--- config.mk ---
export PLATFORM = sky130hd
export DESIGN_NAME = shift_rotate_seq
export DESIGN_NICKNAME = d
export VERILOG_FILES = /design/src/rtl/shift_pkg.sv /design/src/rtl/shift_step.sv /design/src/rtl/shift_rotate_seq.sv
export SDC_FILE = /design/constraint.sdc
export NUM_CORES = 1
export LEC_CHECK = 0
export BUFFER_PORTS_ARGS = -buffer_cell sky130_fd_sc_hd__buf_2
export CORE_MARGIN = 3
export CORE_UTILIZATION = 55
export CTS_CLUSTER_DIAMETER = 150
export DETAILED_ROUTE_END_ITERATION = 6
export PLACE_DENSITY = 0.84
export SETUP_SLACK_MARGIN = 0.05
export SLEW_MARGIN = 0
export SYNTH_ARGS = -nofsm -noshare
export SYNTH_HDL_FRONTEND = slang
export SYNTH_SLANG_ARGS = --single-unit
--- constraint.sdc ---
create_clock -name clk -period 4.05 [get_ports clk]
set_input_delay 0.6075 -clock clk [delete_from_list [all_inputs] [get_ports clk]]
set_output_delay 0.6075 -clock clk [all_outputs]
set_load 0.02 [all_outputs]
--- src/rtl/shift_pkg.sv ---
// Shared types and the one-bit step function for the sequential shifter/rotator.
package shift_pkg;

    localparam int MAX_W = 64;

    typedef enum logic [2:0] {
        ROL = 3'd0,
        ROR = 3'd1,
        SLL = 3'd2,
        SRL = 3'd3,
        SRA = 3'd4
    } shift_mode_t;

    typedef enum logic [1:0] {
        IDLE  = 2'd0,
        SHIFT = 2'd1,
        HOLD  = 2'd2
    } state_t;

    // The operand sits in the low 'width' bits of a MAX_W container.
    // The return value is {carry, next_work}. Codes 5-7 pass through with carry 0.
    function automatic logic [MAX_W:0] step1(input logic [MAX_W-1:0] work,
                                             input logic [2:0]       mode,
                                             input int unsigned      width);
        logic [MAX_W-1:0] mask;
        logic [MAX_W-1:0] top;
        logic [MAX_W-1:0] nxt;
        logic             msb;
        logic             lsb;
        logic             c;
        mask = {MAX_W{1'b1}} >> (MAX_W - width);
        top  = {{(MAX_W-1){1'b0}}, 1'b1} << (width - 1);
        msb  = |(work & top);
        lsb  = work[0];
        case (mode)
            ROL: begin nxt = ((work << 1) | {{(MAX_W-1){1'b0}}, msb}) & mask; c = msb; end
            ROR: begin nxt = (work >> 1) | (lsb ? top : '0);                   c = lsb; end
            SLL: begin nxt = (work << 1) & mask;                               c = msb; end
            SRL: begin nxt = work >> 1;                                        c = lsb; end
            SRA: begin nxt = (work >> 1) | (msb ? top : '0);                   c = lsb; end
            default: begin nxt = work;                                         c = 1'b0; end
        endcase
        return {c, nxt};
    endfunction

endpackage

--- src/rtl/shift_step.sv ---
// Combinational single-position shifter/rotator, WIDTH bits wide.
module shift_step
    import shift_pkg::*;
#(
    parameter int WIDTH = 8
) (
    input  logic [WIDTH-1:0] din,
    input  logic [2:0]       mode,
    output logic [WIDTH-1:0] dout,
    output logic             carry
);

    logic [MAX_W-1:0] din_x;
    logic [MAX_W:0]   r;

    always_comb begin
        din_x            = '0;
        din_x[WIDTH-1:0] = din;
        r                = step1(din_x, mode, WIDTH);
    end

    assign dout  = r[WIDTH-1:0];
    assign carry = r[MAX_W];

    generate
        if (WIDTH < MAX_W) begin : g_hi
            logic unused_hi;
            assign unused_hi = ^r[MAX_W-1:WIDTH];
        end
    endgenerate

endmodule

--- src/rtl/shift_rotate_seq.sv ---
// Sequential rotate/shift unit: one bit position per clock, valid/ready on both sides.
// state | meaning
// IDLE  | in_ready high, waiting for a request
// SHIFT | stepping work one position per clock until cnt runs out
// HOLD  | out_valid high, result held until out_ready
module shift_rotate_seq
    import shift_pkg::*;
#(
    parameter int WIDTH = 8,
    parameter int AMT_W = $clog2(WIDTH)
) (
    input  logic             clk,
    input  logic             rst_n,
    input  logic             in_valid,
    output logic             in_ready,
    input  logic [WIDTH-1:0] b,
    input  logic [2:0]       mode,
    input  logic [AMT_W-1:0] amt,
    output logic             out_valid,
    input  logic             out_ready,
    output logic [WIDTH-1:0] shl,
    output logic             carry,
    output logic             zero
);

    localparam logic [AMT_W-1:0] ONE = AMT_W'(1);

    state_t           state;
    logic [WIDTH-1:0] work;
    logic [2:0]       mode_q;
    logic [AMT_W-1:0] cnt;
    logic [WIDTH-1:0] step_in;
    logic [WIDTH-1:0] step_out;
    logic [2:0]       step_mode;
    logic             step_c;

    assign in_ready = (state == IDLE);

    // The first step is taken on the acceptance edge so latency equals amt.
    always_comb begin
        step_in   = work;
        step_mode = mode_q;
        if (state == IDLE) begin
            step_in   = b;
            step_mode = mode;
        end
    end

    shift_step #(.WIDTH(WIDTH)) u_step (
        .din   (step_in),
        .mode  (step_mode),
        .dout  (step_out),
        .carry (step_c)
    );

    always_ff @(posedge clk or negedge rst_n) begin
        if (!rst_n) begin
            state     <= IDLE;
            work      <= '0;
            mode_q    <= '0;
            cnt       <= '0;
            out_valid <= 1'b0;
            shl       <= '0;
            carry     <= 1'b0;
            zero      <= 1'b0;
        end else begin
            case (state)
                IDLE: begin
                    if (in_valid) begin
                        mode_q <= mode;
                        if (amt == '0 || mode > SRA) begin
                            state     <= HOLD;
                            out_valid <= 1'b1;
                            shl       <= b;
                            carry     <= 1'b0;
                            zero      <= (b == '0);
                        end else if (amt == ONE) begin
                            state     <= HOLD;
                            out_valid <= 1'b1;
                            shl       <= step_out;
                            carry     <= step_c;
                            zero      <= (step_out == '0);
                        end else begin
                            state <= SHIFT;
                            work  <= step_out;
                            cnt   <= amt - ONE;
                        end
                    end
                end
                SHIFT: begin
                    work <= step_out;
                    cnt  <= cnt - ONE;
                    if (cnt == ONE) begin
                        state     <= HOLD;
                        out_valid <= 1'b1;
                        shl       <= step_out;
                        carry     <= step_c;
                        zero      <= (step_out == '0);
                    end
                end
                HOLD: begin
                    if (out_ready) begin
                        state     <= IDLE;
                        out_valid <= 1'b0;
                    end
                end
                default: begin
                    state     <= IDLE;
                    out_valid <= 1'b0;
                end
            endcase
        end
    end

endmodule

==> results by group, run 1 <==
Run status
  • Status: finished clean

Floorplan
  • I/O pins: 30
  • Initial Util: between 50% and 60%
  • Core Area: 0.00313 mm²
  • Row Count: 20
  • Die Ht: about 64 µm
  • DIE AREA: 0.00410 mm²
  • Die Wd: 64.0 µm

Pwr
  • Static Leak: between 0.9 and 1 nW
  • P per Cell Area: 839 mW/mm²
  • Max IR drop VDD: 0.000461 V
  • Overall Power: approximately 1.7 mW

CTS
  • Post_cts resized: 0
  • Clk root buf: clkbuf_4
  • CTS tree: built
  • Post-CTS Hold Fix Bufs: 0
  • TritonCTS Buffers: 3
  • Clock sinks: 27
  • Max clock buf depth: 2
  • Reg clk slew, reported paths: 0.15 ns
  • Post-CTS Setup Bufs: 0
  • H-tree levels: 1
  • Clock latency at the later pin of the worst-skew pair: between 0.3 and 0.4 ns

Synth
  • Primary FF master, synth: dfrtp_1
  • Netlist Area Pre-Place: 0.00185 mm²
  • Sequential area share after synthesis: 36.5%
  • Largest family of logic cells by synthesized area: compound AO/OA/AOI/OAI gates
  • Xor and xnor area share after synthesis: 0.473%
  • Post-synthesis mux area share: 17.0%
  • Adder-cell share of the synthesized area: 3.38%
  • Number of flops mapped to enable cells by yosys: 0
  • Mean post-synth cell area: 8.82 µm²
  • Mapped Nets: 233
  • Synth warnings: 0
  • Post-synthesis compound-gate area fraction: 19.6%
  • Synth Area in Simple Gates: 16.8%
  • Number of synthesized register bits: 27
  • Synth cell types: 40
  • Post-synth ARST share: 100%
  • Post-synthesis instance total: 210

STA
  • Skew final: 0.00837 ns
  • Pins Over Slew Limit: 0
  • Worst slew margin: between 50 and 60%
  • Final hold violations: 0
  • RSZ-0062 raised after global routing: false
  • Period minus WS final: 2.80 ns
  • Fin crit share: 69.0%
  • Setup Viol. Count Final: 0
  • Setup TNS: 0 ns
  • Worst-Margin Slew: 0.720 ns
  • Fmax: 358 MHz

Global route
  • First-pass GRT wire length: approximately 7200 µm
  • Pin count of the biggest net entering global routing: 28
  • Vias in the first global route: 1529
  • GRT overflow: 0
  • Initial antenna violation count: 0
  • Overall Global Routing Usage: 21.8%

Worst setup path
  • Crit end category: flop
  • CP Max Fanout: 17
  • Data required, critical path: 4.28 ns
  • Crit Path Category: flop to flop
  • Startpoint types: flop
  • Worst EP arrival: 3.02 ns

Run
  • Max-cap violations: 0

Place
  • IO Port Bufs: 29
  • GPL Wtd Cong: 0.926
  • Final HPWL DP: 3280 µm

Detailed routing
  • Drt drc: 0
  • Drt initial violations: ~130
  • Final WL: 4340 µm
  • WL/cell: 15.5 µm
  • DR pass1 iterations: 4
  • Drt via density: 5.82
  • DRT antenna net count: 0
  • Vias: between 1500 and 2000

Finish
  • Area growth, synth to finish: 9.86%
  • # nets final: about 260
  • Ant diodes: 0
  • Ratio of cells with drive above 1 in the final layout: 21.7%

Worst hold path
  • Worst min-delay path class: primary input to asynchronous set/reset pin
## worst max-delay path, cell delays in order, from the launching register on
cell,delay [ns]
dfrtp_1,0.69
or2_1,0.65
a21oi_4,0.27
a311o_1,0.40
a31oi_1,0.30
o31ai_1,0.14
o31ai_1,0.27
## metrics by stage
step	instances	utilization [%]	setup slack [ns]	hold WS [ns]	cell area (µm²)
final	279	65.0	1.25	0.265	2030
after global routing	279	65.0	1.07	0.284	2030
after CTS	279	65.0	1.29	0.268	2030
after detailed placement	275	64.1	1.28	0.470	2000
after global placement	275	64.1	1.45	0.472	2000
after floorplan	210	-	1.81	0.312	1850
## final timing paths
path / from / cells past startpoint / endpoint / slack [ns]
max: state[1] / 6 / zero / 1.25
min: rst_n / 1 / work[2] / 0.26
max reg2reg: state[1] / 6 / zero / 1.25
min reg2reg: carry / 2 / carry / 0.50
max in group asynchronous: rst_n / 1 / cnt[0] / 3.38
min in group clk: carry / 2 / carry / 0.50
## layout by cell type, fill, tap and decap left out, drive strengths merged, types with 2 or more instances in the layout
master and count:
nor3 11, nand2 18, ha 5, dfrtp 27
o211ai 2, o31ai 4, buf 32, o21a 2
a21oi 21, nand2b 2, o21ai 17, clkbuf 3
inv 12, or3 2, mux2 12, a22oi 2
nor4 5, mux2i 18, nor2 22, o32ai 2
o22a 2
## power by group
part / internal (mW) / switching, mW
registers: 0.403 / 0.148
logic: 0.434 / 0.603
clock network: 0.0377 / 0.0807
total: 0.875 / 0.832
## state kept, by name (all words and copies together) (netlist names)
register / flops
mode_q: 3
out_valid: 1
carry: 1
cnt: 3
state: 2
zero: 1
shl: 8
work: 8
## cell type report
class	count	area (µm²)
Clock buffer	3	22.5
Clock inverter	1	7.51
Fill cell	269	1090
Inverter	12	45.0
Multi-Input combinational cell	160	1060
Sequential cell	27	676
Tap cell	44	55.1
Timing Repair Buffer	32	168
## kinds of logic after synthesis
family	after synthesis
compound gates	58
xor+xnor	1
fa+ha+maj	5
buf+inv	23
flops	27
mux	30
simple gates	66
## cell usage after synthesis (3+ instances only)
master | count | share of area (%)
a21oi_1 | 20 | 5.4
buf_6 | 3 | 1.8
clkbuf_1 | 5 | 1.0
dfrtp_1 | 27 | 36
ha_1 | 5 | 3.4
inv_1 | 11 | 2.2
mux2_2 | 12 | 7.3
mux2i_1 | 18 | 9.7
nand2_1 | 18 | 3.6
nor2_1 | 22 | 4.5
nor3_1 | 11 | 3.0
nor4_1 | 4 | 1.4
o21ai_0 | 9 | 2.4
o21ai_1 | 8 | 2.2
o31ai_1 | 4 | 1.6
## metal layers
metal,track usage [%],wire [µm],up-vias
met1,33.4,2080,766
met3,2.28,248,2
li1,-,-,809
met5,0,0,-
met4,5.93,21,0
met2,32.6,1990,48
Power figures use the tool's default switching activity.
==> run 2: changes to the inputs <==
- clock period: 4.05 -> 2.7 ns (I/O delays scaled with it)
==> results by group, run 2 (synthesis results as in run 1) <==
CTS
  • Max clock buf depth: 2 (unchanged)
  • Post-CTS Hold Fix Bufs: 0 (unchanged)
  • Clk root buf: clkbuf_4
  • Reg clk slew, reported paths: 0.15 ns (about the same)
  • TritonCTS Buffers: 3 (unchanged)
  • Clock latency at the later pin of the worst-skew pair: 0.32 ns (about the same)
  • Post_cts resized: 0 (unchanged)
  • H-tree levels: 1 (unchanged)
  • CTS tree: built
  • Clock sinks: 27 (unchanged)
  • Post-CTS Setup Bufs: 0 (unchanged)

Pwr
  • Max IR drop VDD: 0.000623 V (+35%)
  • Clock share of power: 6.6% (-0.3 points)
  • Switching share of power: 48.2% (-0.54 points)
  • Logic pwr share: 62.5% (+1.7 points)
  • Internal power: 1.35 mW (+54%)
  • P per Cell Area: 1260 mW/mm² (+50%)
  • Share of power burned in registers: 30.9% (-1.4 points)
  • Overall Power: 2.60 mW (+53%)
  • Net Sw Power: 1.25 mW (+51%)
  • Static Leak: 0.967 nW (+2.4%)

Worst setup path
  • Critical path depth: 8 (+2)
  • R2R cell count: 8 (+2)
  • Worst EP arrival: 2.62 ns (-0.40 ns)
  • CP Max Fanout: 13 (-4)
  • Data required, critical path: 2.93 ns (-1.35 ns)
  • Delay-heaviest family, CP: compound AO/OA/AOI/OAI gates
  • Startpoint types: flop
  • Cell mode on critical path: o31ai_1
  • Delay of the slowest critical-path stage: 0.61 ns (-0.08 ns)
  • Slowest stage cell, crit path: dfrtp_1
  • Crit end category: flop
  • Crit Path Category: flop to flop
  • CP cell instances: or2_1 > inv_2 > a21boi_1 > buf_4 > nor2_1 > a31oi_1 > o31ai_1 > o31ai_1
  • Crit path buf inv count: 2 (+2)

Finish
  • Largest registers: shl x8, work x8
  • Fillers: 261 (-3.0%)
  • Ratio of cells with drive above 1 in the final layout: 23.0% (+1.3 points)
  • Commonest non-fill, non-tap cell in the layout: buf_2
  • # nets final: 263 (+1.5%)
  • Area growth, synth to finish: 11.4%
  • Most frequent cells in the layout: buf_2 (29), dfrtp_1 (27), nor2_1 (22)
  • Multi-input gate area: 0.00106 mm² (unchanged)
  • Final Cell Area: 0.00206 mm² (+1.4%)
  • Register Area: 676 µm² (unchanged)
  • Ant diodes: 0 (unchanged)

STA
  • Worst slew margin: 60.9% (+8.9 points)
  • Period minus WS final: 2.39 ns (-0.403 ns)
  • RSZ-0062 raised after global routing: false
  • Pins Over Slew Limit: 0 (unchanged)
  • Fmax: 418 MHz (+17%)
  • Worst-Margin Slew: 0.587 ns (-0.133 ns)
  • Setup Viol. Count Final: 0 (unchanged)
  • Fin crit share: 88.6% (+20 points)
  • Setup TNS: 0 ns (unchanged)
  • Final hold violations: 0 (unchanged)
  • Skew final: 0.0100 ns (+0.00164 ns)

Floorplan
  • Die Wd: 64.0 µm (unchanged)
  • DIE AREA: 0.00410 mm² (unchanged)
  • Die Ht: 64.0 µm (unchanged)
  • I/O pins: 30 (unchanged)
  • Row Count: 20 (unchanged)
  • Core Area: 0.00313 mm² (unchanged)
  • Initial Util: 59.2% (unchanged)

Detailed routing
  • Drt initial violations: 161 (+20%)
  • Drt via density: 5.98 (+2.7%)
  • DRT antenna net count: 0 (unchanged)
  • DR pass1 iterations: 4 (unchanged)
  • Drt drc: 0 (unchanged)
  • Final WL: 4380 µm (+1.1%)
  • WL/cell: 15.5 µm (-0.30%)
  • Vias: 1693 (+4.2%)

Place
  • Area after DPL: 0.00203 mm² (+1.5%)
  • Final HPWL DP: 3390 µm (+3.3%)
  • IO Port Bufs: 29 (unchanged)
  • GPL Wtd Cong: 0.987 (+6.6%)

Global route
  • Vias in the first global route: 1503 (-1.7%)
  • Pin count of the biggest net entering global routing: 28 (unchanged)
  • First-pass GRT wire length: 7210 µm (about the same)
  • GRT overflow: 0 (unchanged)
  • Initial antenna violation count: 0 (unchanged)
  • Overall Global Routing Usage: 22.1% (+0.25 points)

Worst hold path
  • Worst min-delay path class: primary input to asynchronous set/reset pin

Run
  • Max-cap violations: 0 (unchanged)

Run status
  • Status: finished clean
==> run 2: final cells by class <==
type	count	share of cell area [%]
sequential	27	32.8
clock inverter	1	0.243
timing repair buffer	36	9.59
tap	44	2.67
inverter	12	2.18
clock buffer	3	1.09
multi-input combinational	160	51.5
==> run 2: path summary, 6_finish.rpt <==
kind | from | end | slack [ns]
max | state[0] | zero | 0.31
min | rst_n | work[2] | 0.06
max reg2reg | state[0] | zero | 0.31
min reg2reg | shl[4] | shl[4] | 0.50
max in group asynchronous | rst_n | work[7] | 2.24
min in group clk | out_ready | state[1] | 0.33
==> run 2: power groups by stage <==
stage / Combinational [mW] / Clock, mW / Sequential, mW
6_report: 1.63 / 0.172 / 0.803
5_1_grt: 1.79 / 0.193 / 0.832
4_1_cts: 1.62 / 0.177 / 0.797
3_5_place_dp: 1.61 / 0 / 0.806
3_3_place_gp: 1.56 / 0 / 0.802
2_1_floorplan: 1.20 / 0 / 0.830
==> run 2: layer usage <==
layer	vias up	part of all wire, %	wire length [µm]	track usage [%]
li1	819	-	-	-
met1	794	47	2060	33.1
met2	74	45	1960	34.2
met3	6	7.0	307	2.28
met4	0	1.1	48	5.12
met5	-	0	0	0
==> run 2: stage by stage <==
| step | worst slack, ns | util (%) | std cells | hold WS [ns] |
|---|---|---|---|---|
| floorplan | 0.662 | - | 210 | 0.109 |
| finish | 0.308 | 65.9 | 283 | 0.0572 |
| global route | 0.175 | 65.9 | 283 | 0.0987 |
| global placement | 0.463 | 65.0 | 279 | 0.445 |
| CTS | 0.375 | 65.9 | 283 | 0.0861 |
| detailed placement | 0.432 | 65.0 | 279 | 0.453 |
==> run 3: changes to the inputs <==
- CORE_ASPECT_RATIO: default -> 1.1
- CORE_UTILIZATION: 55 -> 47
- PLACE_DENSITY: 0.84 -> 0.74
- SETUP_SLACK_MARGIN: 0.05 -> default
==> results by group, run 3 (synthesis results as in run 1) <==
Global route
  • Pin count of the biggest net entering global routing: 28 (unchanged)
  • Overall Global Routing Usage: 19.4% (-2.7 points)
  • First-pass GRT wire length: 7220 µm (about the same)
  • Vias in the first global route: 1482 (-1.4%)
  • GRT overflow: 0 (unchanged)
  • Initial antenna violation count: 0 (unchanged)

Place
  • IO Port Bufs: 29 (unchanged)
  • Setup WS pre-CTS: 0.393 ns (-0.0394 ns)
  • Final HPWL DP: 3210 µm (-5.1%)
  • Area after DPL: 0.00205 mm² (+0.74%)
  • GPL Wtd Cong: 0.917 (-7.1%)

Floorplan
  • Core Area: 0.00371 mm² (+19%)
  • I/O pins: 30 (unchanged)
  • Initial Util: 49.9% (-9.3 points)
  • Die Ht: 71.8 µm (+12%)
  • DIE AREA: 0.00473 mm² (+15%)
  • Die Wd: 65.8 µm (+2.8%)
  • Row Count: 23 (+15%)

Detailed routing
  • Final WL: 4210 µm (-4.0%)
  • Vias: 1659 (-2.0%)
  • Drt initial violations: 90 (-44%)
  • Drt via density: 5.72 (-4.4%)
  • WL/cell: 14.5 µm (-6.3%)
  • Drt drc: 0 (unchanged)
  • DR pass1 iterations: 4 (unchanged)
  • DRT antenna net count: 0 (unchanged)

Worst setup path
  • Startpoint types: flop
  • Reg2Reg Setup Slack: 0.35 ns (+0.04 ns)
  • Crit end category: flop
  • Data required, critical path: 2.87 ns (-0.06 ns)
  • Worst EP arrival: 2.53 ns (-0.09 ns)
  • CP cell instances: or2_1 > buf_4 > mux2i_1 > nand2_1 > a31oi_1 > o21ai_1 > mux2_2
  • Crit path buf inv count: 1 (-1)
  • Delay of the slowest critical-path stage: 0.60 ns (about the same)
  • R2R cell count: 7 (-1)
  • Crit Path Category: flop to flop
  • Delay-heaviest family, CP: flip-flops
  • Slowest stage cell, crit path: dfrtp_1
  • RR Startpoint: state[0]
  • R2R Path End: shl[0]
  • CP Max Fanout: 13 (unchanged)

Pwr
  • Overall Power: 2.64 mW (+1.2%)
  • P per Cell Area: 1260 mW/mm² (-0.38%)
  • Max IR drop VDD: 0.000505 V (-19%)
  • Static Leak: 0.979 nW (+1.3%)

Finish
  • Fillers: 341 (+31%)
  • Layout Utilization: 56.5% (-9.5 points)
  • Ratio of cells with drive above 1 in the final layout: 23.3% (+0.32 points)
  • Commonest non-fill, non-tap cell in the layout: buf_2
  • Area growth, synth to finish: 13.2%
  • Most frequent cells in the layout: buf_2 (29), dfrtp_1 (27), nor2_1 (22)
  • Ant diodes: 0 (unchanged)
  • Largest registers: shl x8, work x8
  • # nets final: 264 (+0.38%)
  • Final Cell Area: 0.00210 mm² (+1.6%)

STA
  • Final hold violations: 0 (unchanged)
  • Final worst slack: 0.347 ns (+0.0397 ns)
  • Period minus WS final: 2.35 ns (-0.0397 ns)
  • Worst slew margin: 58.9% (-2.0 points)
  • Fin crit share: 87.1% (-1.5 points)
  • Worst-Margin Slew: 0.617 ns (+0.0299 ns)
  • Skew final: 0.00619 ns (-0.00382 ns)
  • Setup Viol. Count Final: 0 (unchanged)
  • Fmax: 425 MHz (+1.7%)
  • RSZ-0062 raised after global routing: false
  • Setup TNS: 0 ns (unchanged)
  • Pins Over Slew Limit: 0 (unchanged)

CTS
  • Clock sinks: 27 (unchanged)
  • Reg clk slew, reported paths: 0.10 ns (-0.05 ns)
  • Clk root buf: clkbuf_8
  • H-tree levels: 1 (unchanged)
  • Post_cts resized: 0 (unchanged)
  • CTS tree: built
  • Post-CTS Setup Bufs: 0 (unchanged)
  • Post-CTS Hold Fix Bufs: 0 (unchanged)
  • TritonCTS Buffers: 3 (unchanged)
  • Max clock buf depth: 2 (unchanged)
  • Clock latency at the later pin of the worst-skew pair: 0.28 ns (-0.04 ns)

Worst hold path
  • Worst min-delay path class: primary input to asynchronous set/reset pin

Run
  • Max-cap violations: 0 (unchanged)

Run status
  • Status: finished clean
## run 3: layer usage
layer / wire, µm / global-route usage (%) / vias up
li1: - / - / 821
met4: 59 / 6.45 / 0
met5: 0 / 0 / -
met3: 251 / 2.66 / 9
met1: 1880 / 26.8 / 775
met2: 2020 / 31.3 / 54
## run 3: final cells by class
class                           count  area, µm²  share of cell area (%)
Timing Repair Buffer               37        205                    9.79
Sequential cell                    27        676                    32.2
Multi-Input combinational cell    160       1060                    50.6
Clock inverter                      1       5.00                   0.239
Inverter                           12       45.0                    2.15
Tap cell                           50       62.6                    2.99
Clock buffer                        3       41.3                    1.97
## run 3: worst max path at each step
stage	start	endpoint	slack, ns	cells after the start
after floorplan	amt[0]	zero	0.66	10
after global placement	state[0]	shl[0]	0.41	7
after detailed placement	state[0]	shl[0]	0.39	7
after CTS	state[0]	shl[0]	0.35	7
after global routing	state[0]	zero	0.14	7
final	state[0]	shl[0]	0.35	7
## run 3: worst register-to-register path: stages (launching register included)
cell and delay (ns):
dfrtp_1 0.60, or2_1 0.30, buf_4 0.26, mux2i_1 0.31
nand2_1 0.09, a31oi_1 0.33, o21ai_1 0.10, mux2_2 0.27
## run 3: stage by stage
stage,std cells,hold WS [ns]
2_1_floorplan,210,0.109
3_3_place_gp,286,0.452
3_5_place_dp,286,0.461
4_1_cts,290,0.155
5_1_grt,290,0.178
6_report,290,0.128
## run 3: report_power, final
part | switching (mW) | internal [mW] | total, mW | leakage, nW
sequential | 0.195 | 0.606 | 0.801 | 0.324
clock | 0.133 | 0.104 | 0.236 | 0.0255
combinational | 0.905 | 0.693 | 1.60 | 0.630
